### config.mk
export PLATFORM = sky130hd
export DESIGN_NAME = ni_injector
export DESIGN_NICKNAME = d
export VERILOG_FILES = /design/src/rtl/ni_injector.sv
export SDC_FILE = /design/constraint.sdc
export NUM_CORES = 1
export LEC_CHECK = 0
export CORE_ASPECT_RATIO = 2
export CORE_MARGIN = 4
export CORE_UTILIZATION = 43
export CTS_CLUSTER_SIZE = 25
export DETAILED_ROUTE_END_ITERATION = 16
export PLACE_DENSITY = 0.7
export SLEW_MARGIN = 20
export SYNTH_ARGS = -nofsm -noshare
export SYNTH_HDL_FRONTEND = slang
export SYNTH_SLANG_ARGS = --single-unit
### constraint.sdc
create_clock -name clk -period 5.2 [get_ports clk]
set_clock_uncertainty 0.2 [all_clocks]
set_input_delay 1.3 -clock clk [delete_from_list [all_inputs] [get_ports clk]]
set_output_delay 1.3 -clock clk [all_outputs]
set_load 0.01 [all_outputs]
### src/rtl/ni_injector.sv
`default_nettype none
// ============================================================================
//  Module      : ni_injector
//  Description : Network-interface injection stage feeding a router's local
//                input port. Takes a payload-beat stream from the core,
//                allocates a virtual channel per packet (round-robin over VCs
//                that have credit), builds complete flits and drives them
//                into the router local slot. Per-VC credit counters mirror
//                the router's local-port VC buffer occupancy so the injector
//                never overruns a buffer.
//  Revision    : 1.0 - initial release
// ----------------------------------------------------------------------------
//  Ports
//    clk            in   clock, all state changes on the rising edge
//    reset          in   synchronous, active-low reset
//    in_valid       in   core presents a payload beat
//    in_ready       out  beat accepted when in_valid & in_ready
//    in_payload     in   flit payload (PAYLOAD_W bits)
//    in_last        in   beat is the last of its packet
//    in_dest        in   destination, sampled when leaving IDLE
//    credit_valid   in   router freed one slot
//    credit_vc      in   VC of the freed slot
//    out_data       out  flit to router local port (registered)
//    out_valid      out  out_data valid, one cycle per flit (registered)
//    err_credit_ovf out  sticky: credit returned to a full counter
//    err_truncated  out  sticky: packet exceeded MAX_FLITS
// ----------------------------------------------------------------------------
//  Flit layout (W = FLIT_DATA_WIDTH)
//    [W-1:W-4]       destination
//    [W-5:W-6]       type: 00 head, 01 body, 10 tail, 11 head+tail
//    [W-7 -: VC_BITS] VC id
//    [PAYLOAD_W-1:0] payload
// ============================================================================
module ni_injector #(
    parameter  int NUM_VC          = 4,
    parameter  int BUF_DEPTH       = 4,
    parameter  int MAX_FLITS       = 8,
    parameter  int FLIT_DATA_WIDTH = 32,
    localparam int VC_BITS         = (NUM_VC > 1) ? $clog2(NUM_VC) : 1,
    localparam int PAYLOAD_W       = FLIT_DATA_WIDTH - 6 - VC_BITS
) (
    input  logic                       clk,
    input  logic                       reset,
    input  logic                       in_valid,
    output logic                       in_ready,
    input  logic [PAYLOAD_W-1:0]       in_payload,
    input  logic                       in_last,
    input  logic [3:0]                 in_dest,
    input  logic                       credit_valid,
    input  logic [VC_BITS-1:0]         credit_vc,
    output logic [FLIT_DATA_WIDTH-1:0] out_data,
    output logic                       out_valid,
    output logic                       err_credit_ovf,
    output logic                       err_truncated
);

    // ------------------------------------------------------------------
    // Constants
    // ------------------------------------------------------------------
    localparam int CNT_W  = $clog2(BUF_DEPTH + 1);
    localparam int BEAT_W = $clog2(MAX_FLITS + 1);

    localparam logic [CNT_W-1:0]   CREDIT_FULL = CNT_W'(BUF_DEPTH);
    localparam logic [BEAT_W-1:0]  LAST_BEAT   = BEAT_W'(MAX_FLITS - 1);
    localparam logic [VC_BITS-1:0] LAST_VC     = VC_BITS'(NUM_VC - 1);

    localparam logic [1:0] ST_IDLE  = 2'd0;
    localparam logic [1:0] ST_ALLOC = 2'd1;
    localparam logic [1:0] ST_SEND  = 2'd2;
    localparam logic [1:0] ST_DRAIN = 2'd3;

    localparam logic [1:0] TYPE_HEAD      = 2'b00;
    localparam logic [1:0] TYPE_BODY      = 2'b01;
    localparam logic [1:0] TYPE_TAIL      = 2'b10;
    localparam logic [1:0] TYPE_HEAD_TAIL = 2'b11;

    // ------------------------------------------------------------------
    // State
    // ------------------------------------------------------------------
    logic [1:0]         state;
    logic [1:0]         state_next;
    logic [3:0]         dest_lat;
    logic [VC_BITS-1:0] cur_vc;
    logic [VC_BITS-1:0] rr_ptr;
    logic [BEAT_W-1:0]  beat_cnt;
    logic [CNT_W-1:0]   credit [NUM_VC];

    // ------------------------------------------------------------------
    // Combinational helpers
    // ------------------------------------------------------------------
    logic               hit;
    logic [VC_BITS-1:0] hit_vc;
    logic [VC_BITS-1:0] cand;
    logic [VC_BITS-1:0] rr_next;
    logic               accept;
    logic               send_fire;
    logic               at_max;
    logic               is_tail;
    logic               trunc_fire;
    logic [1:0]         flit_type;
    logic [NUM_VC-1:0]  ret_vec;
    logic [NUM_VC-1:0]  take_vec;
    logic [NUM_VC-1:0]  ovf_vec;

    // Round-robin search: first VC with credit, scanning upward from rr_ptr
    // and wrapping. Only meaningful while in ALLOC.
    always_comb begin
        hit    = 1'b0;
        hit_vc = '0;
        cand   = '0;
        for (int i = 0; i < NUM_VC; i++) begin
            cand = VC_BITS'((int'(rr_ptr) + i) % NUM_VC);
            if (!hit && (credit[cand] != '0)) begin
                hit    = 1'b1;
                hit_vc = cand;
            end
        end
    end

    assign rr_next = (hit_vc == LAST_VC) ? '0 : hit_vc + 1'b1;

    assign accept     = in_valid & in_ready;
    assign send_fire  = accept & (state == ST_SEND);
    assign at_max     = (beat_cnt == LAST_BEAT);
    // A beat that reaches MAX_FLITS without in_last is forced to tail.
    assign is_tail    = in_last | at_max;
    assign trunc_fire = send_fire & at_max & ~in_last;

    always_comb begin
        flit_type = TYPE_BODY;
        if (beat_cnt == '0) begin
            flit_type = is_tail ? TYPE_HEAD_TAIL : TYPE_HEAD;
        end else begin
            flit_type = is_tail ? TYPE_TAIL : TYPE_BODY;
        end
    end

    // Per-VC credit return / consumption decode. A return and a send on
    // the same VC in one cycle cancel; a lone return on a full counter is
    // an overflow.
    always_comb begin
        ret_vec  = '0;
        take_vec = '0;
        ovf_vec  = '0;
        for (int k = 0; k < NUM_VC; k++) begin
            ret_vec[k]  = credit_valid && (credit_vc == VC_BITS'(k));
            take_vec[k] = send_fire && (cur_vc == VC_BITS'(k));
            ovf_vec[k]  = ret_vec[k] && !take_vec[k] && (credit[k] == CREDIT_FULL);
        end
    end

    // ------------------------------------------------------------------
    // FSM: state register
    // ------------------------------------------------------------------
    always_ff @(posedge clk) begin
        if (!reset) begin
            state <= ST_IDLE;
        end else begin
            state <= state_next;
        end
    end

    // ------------------------------------------------------------------
    // FSM: next-state logic
    // ------------------------------------------------------------------
    always_comb begin
        state_next = state;
        case (state)
            ST_IDLE: begin
                if (in_valid) begin
                    state_next = ST_ALLOC;
                end
            end
            ST_ALLOC: begin
                if (hit) begin
                    state_next = ST_SEND;
                end
            end
            ST_SEND: begin
                if (accept) begin
                    if (in_last) begin
                        state_next = ST_IDLE;
                    end else if (at_max) begin
                        state_next = ST_DRAIN;
                    end
                end
            end
            ST_DRAIN: begin
                if (accept && in_last) begin
                    state_next = ST_IDLE;
                end
            end
            default: state_next = ST_IDLE;
        endcase
    end

    // ------------------------------------------------------------------
    // FSM: output logic. in_ready in SEND follows the live credit count so
    // a credit returned while stalled re-opens the input on the next cycle.
    // ------------------------------------------------------------------
    always_comb begin
        in_ready = 1'b0;
        case (state)
            ST_SEND:  in_ready = (credit[cur_vc] != '0);
            ST_DRAIN: in_ready = 1'b1;
            default:  in_ready = 1'b0;
        endcase
    end

    // ------------------------------------------------------------------
    // Packet context: destination, allocated VC, round-robin pointer and
    // beat counter within the current packet.
    // ------------------------------------------------------------------
    always_ff @(posedge clk) begin
        if (!reset) begin
            dest_lat <= '0;
            cur_vc   <= '0;
            rr_ptr   <= '0;
            beat_cnt <= '0;
        end else begin
            if ((state == ST_IDLE) && in_valid) begin
                dest_lat <= in_dest;
            end
            if ((state == ST_ALLOC) && hit) begin
                cur_vc   <= hit_vc;
                rr_ptr   <= rr_next;
                beat_cnt <= '0;
            end
            if (send_fire) begin
                beat_cnt <= beat_cnt + 1'b1;
            end
        end
    end

    // ------------------------------------------------------------------
    // Credit counters
    // ------------------------------------------------------------------
    always_ff @(posedge clk) begin
        if (!reset) begin
            for (int k = 0; k < NUM_VC; k++) begin
                credit[k] <= CREDIT_FULL;
            end
        end else begin
            for (int k = 0; k < NUM_VC; k++) begin
                if (ret_vec[k] && !take_vec[k]) begin
                    if (credit[k] != CREDIT_FULL) begin
                        credit[k] <= credit[k] + 1'b1;
                    end
                end else if (take_vec[k] && !ret_vec[k]) begin
                    credit[k] <= credit[k] - 1'b1;
                end
            end
        end
    end

    // ------------------------------------------------------------------
    // Registered flit output and sticky error flags
    // ------------------------------------------------------------------
    always_ff @(posedge clk) begin
        if (!reset) begin
            out_valid      <= 1'b0;
            out_data       <= '0;
            err_credit_ovf <= 1'b0;
            err_truncated  <= 1'b0;
        end else begin
            out_valid <= send_fire;
            if (send_fire) begin
                out_data <= {dest_lat, flit_type, cur_vc, in_payload};
            end
            err_credit_ovf <= err_credit_ovf | (|ovf_vec);
            err_truncated  <= err_truncated | trunc_fire;
        end
    end

endmodule
`default_nettype wire

==> metrics.md <==
| Metric | Value |
|---|---|
| Clock buffer depth | 2 |
| Die area | 9070 µm² |
| Core ar. | around 7300 µm² |
| Final instance area | 4267 µm² |
| Worst Hold Launch | out_data[22] |
| Max Cap Violations | 0 |
| CTS resizes | 0 |
| Slew Viols, Final | 0 |
| Share of power burned in registers | 42.4% |
| Post-synthesis instance area | 3239 µm² |
| Post-synth top area cell | dfxtp_1 |
| Worst Path Arrival | roughly 2500 ps |
| Proportion of layout cells with a drive suffix above 1 | 6.532% |
| # DRC | 0 |
| Sum Neg Setup Slack | 0 ps |
| CP cell instances | or3_1, mux4_2, o21a_1, clkdlybuf4s50_1 |
| CP peak stage delay | 540 ps |
| Register area | 1421 µm² |
| Int Power | about 1000 µW |
| Final setup violation count | 0 |
| Post-synthesis sequential area ratio | a little over two fifths |
| Fin crit period | 4042 ps |
| Critical Path Start Type | flip-flop |
| Multi-input logic area | 1648 µm² |
| Ys flop type | dfxtp_1 |
| Top-Level Pins | 71 |
| Syn_nets | 421 |
| Cts bufs inserted | 9 |
| Die width | 69.38 µm |
| Pre-antenna DRT Iters | 4 |
| ANT cells | 0 |
| Post-synth top area share | 32.75% |
| Worst reg2reg startpoint | credit[1][0] |
| Distinct cells, synth | 55 |
| CTS tree | built |
| Finished Layout Cells | 536 |
| Min-delay worst type | flip-flop to flip-flop |
| Crit Path Class | flip-flop to output pin |
| EDFF count, synth | 12 |
| Crit path max-delay cell type | mux4_2 |
| Placed cell area | 3964 µm² |
| Area Overhead vs Synth | 31.71% |
| Final WL | 8238 µm |
| Most frequent cells in the layout | nand2_1, clkdlybuf4s50_1, dfxtp_1, a21oi_1, nor2_1 |
| Hold endpoint | out_data[22] |
| Clock slew at reported path FFs | 50 ps |
| Clock network power share | a little under half |
| Fillers | 673 |
| Vias/cell | ~5.5 |
| CP Max Fanout | 7 |
| RSZ-0062 raised after global routing | false |
| Worst-Skew Late Latency | 330 ps |
| Post-synth ARST share | 0% |
| Pwr dens | 313.4 nW/µm² |
| Max-Slew Margin vs Limit | 49.02% |
| H-tree levels | 3 |
| Setup bufs post-CTS | 0 |
| GRT overflow | 0 |
| First-pass GRT wire length | 13710 µm |
| Via count | between 2000 and 3000 |
| CP required | 3700 ps |
| Final core occ | 58.27% |
| Worst Setup End Kind | output pin |
| Clk sinks | 65 |
| Row cnt | 44 |
| Worst slew pin tran | 758.9 ps |
| Synth Register Bits | between 60 and 70 |
| Area contributors post-synth | dfxtp_1, edfxtp_1, nand2_1, a21oi_1, nor2_1 |
| Routed Antenna Nets | 0 |
| Largest net degree at the start of global routing | between 50 and 60 |
| DP HPWL | 5984 µm |
| Syn. warnings | 0 |
| Starting DRT DRC Count | 170 |
| Buffers on Ports | 70 |
| Initial antenna violation count | 0 |
| Final GP Congestion | 0.8152 |
| Worst vdd ir | around 0.00027 V |
| Sw frac | between 20 and 30% |
| Syn avg cell area | 8.570 µm² |
| Instance count of the mapped netlist | 378 |
| Status | finished, final reports clean |
| Tcrit/Tclk final | between 70% and 80% |
| Maximum clock frequency | approximately 0.25 GHz |
| NetSw | between 300 and 400 µW |
| Hold depth | 2 |
| Effective utilization at floorplan | approximately 44% |
| Crit Reg-Reg Endpoint | credit[0][2] |
| Final #Nets | 482 |
| CTS root buffer | clkbuf_16 |
| Comb power frac | 12.0% |
| Routed len/inst | 15.37 µm |
| Number of global-route vias before repair | 3003 |
| Most common cell after layout, fill and taps aside | nand2_1 |
| Reg2reg setup slack | around 2200 ps |
| Lkg Pwr | 0.001465 µW |
| Die span in y | ~130 µm |
| FF-to-FF path depth | 6 |
| Gr usage total | 18.89% |
| CTS Hold Buffers Added | 0 |
| Post-layout power | 1337 µW |
| Final Hold Viols | 0 |
| DP Cell Count | 520 |
==> metal layers <==
metal	vias up	routed length [µm]	GRT usage [%]
met5	-	0	0
met4	0	313	11.05
met3	23	398	5.896
met2	70	4468	34.91
met1	1404	3057	18.27
li1	1451	-	-
==> stage by stage <==
| step | setup WS [ps] | hold slack, ps |
|---|---|---|
| finish | 1158 | 254.0 |
| global route | 1079 | 279.3 |
| CTS | 1142 | 256.4 |
| detailed placement | 1333 | 246.8 |
| global placement | 1373 | 240.5 |
| floorplan | 1965 | 231.2 |
==> sequential cells by signal, summed over array words and instances (netlist names), 2 cells and up, named ones only <==
name,count
beat_cnt,4
credit,12
cur_vc,2
dest_lat,4
out_data,32
rr_ptr,2
state,2
==> logic make-up (layout without fill, tap and decap cells) <==
family / count (synthesis) / count (layout) / synth area share, %
and+or+nand+nor: 164 / 164 / 23.25
AOI/OAI and AO/OA: 87 / 87 / 17.85
DFF: 65 / 65 / 43.88
buffers and inverters: 38 / 104 / 5.253
muxes: 12 / 12 / 4.905
adders and majority gates: 8 / 8 / 3.785
xor gates and xnor gates: 4 / 4 / 1.082
==> worst max path at each step <==
stage | from | end | slack (ps) | depth (start not counted)
6_report | credit[1][0] | in_ready | 1160 | 4
5_1_grt | credit[0][0] | in_ready | 1080 | 4
4_1_cts | credit[1][0] | in_ready | 1140 | 4
3_5_place_dp | in_valid | credit[1][2] | 1330 | 10
3_3_place_gp | in_valid | credit[1][2] | 1370 | 10
2_1_floorplan | in_valid | credit[1][2] | 1960 | 10
==> area by class of cell <==
type	count	share of cell area, %
clock buffers	10	5.601
clock inverters	6	1.496
inverters	15	1.320
multi-input cells	275	38.62
flip-flops and latches	65	33.31
well taps	92	2.698
repair buffers	73	16.95
==> power by group through the flow <==
stage          clock network, µW  registers (µW)  logic [µW]
2_1_floorplan                  0             568        98.2
3_3_place_gp                   0             576         158
3_5_place_dp                   0             577         161
4_1_cts                      620             567         162
5_1_grt                      646             571         177
6_report                     610             567         160
==> worst max-delay path, delay by kind of cell (launching register included) <==
| kind | cells | cell delay (ps) |
|---|---|---|
| multiplexers | 1 | 540 |
| AND/OR/NAND/NOR | 1 | 520 |
| buffers and inverters | 1 | 480 |
| flip-flops | 1 | 470 |
| AO/OA/AOI/OAI | 1 | 210 |
==> synth_stat cells, drive strengths merged (2+ instances only) <==
master / n
nor3: 11
xnor2: 3
and2: 3
a31oi: 2
or3: 9
mux2i: 8
nor2: 34
a41oi: 2
a21oi: 44
and3: 6
o31ai: 3
nor4b: 2
fa: 3
o21ai: 10
nand2: 74
o211ai: 3
o21a: 3
nand3: 6
a22oi: 2
nor4: 5
a211oi: 2
a221oi: 4
mux4: 3
nor3b: 3
edfxtp: 12
ha: 5
a311oi: 2
nand3b: 2
buf: 8
clkbuf: 15
a211o: 2
inv: 15
dfxtp: 53
nor2b: 6
(Power assumes the default switching activity.)
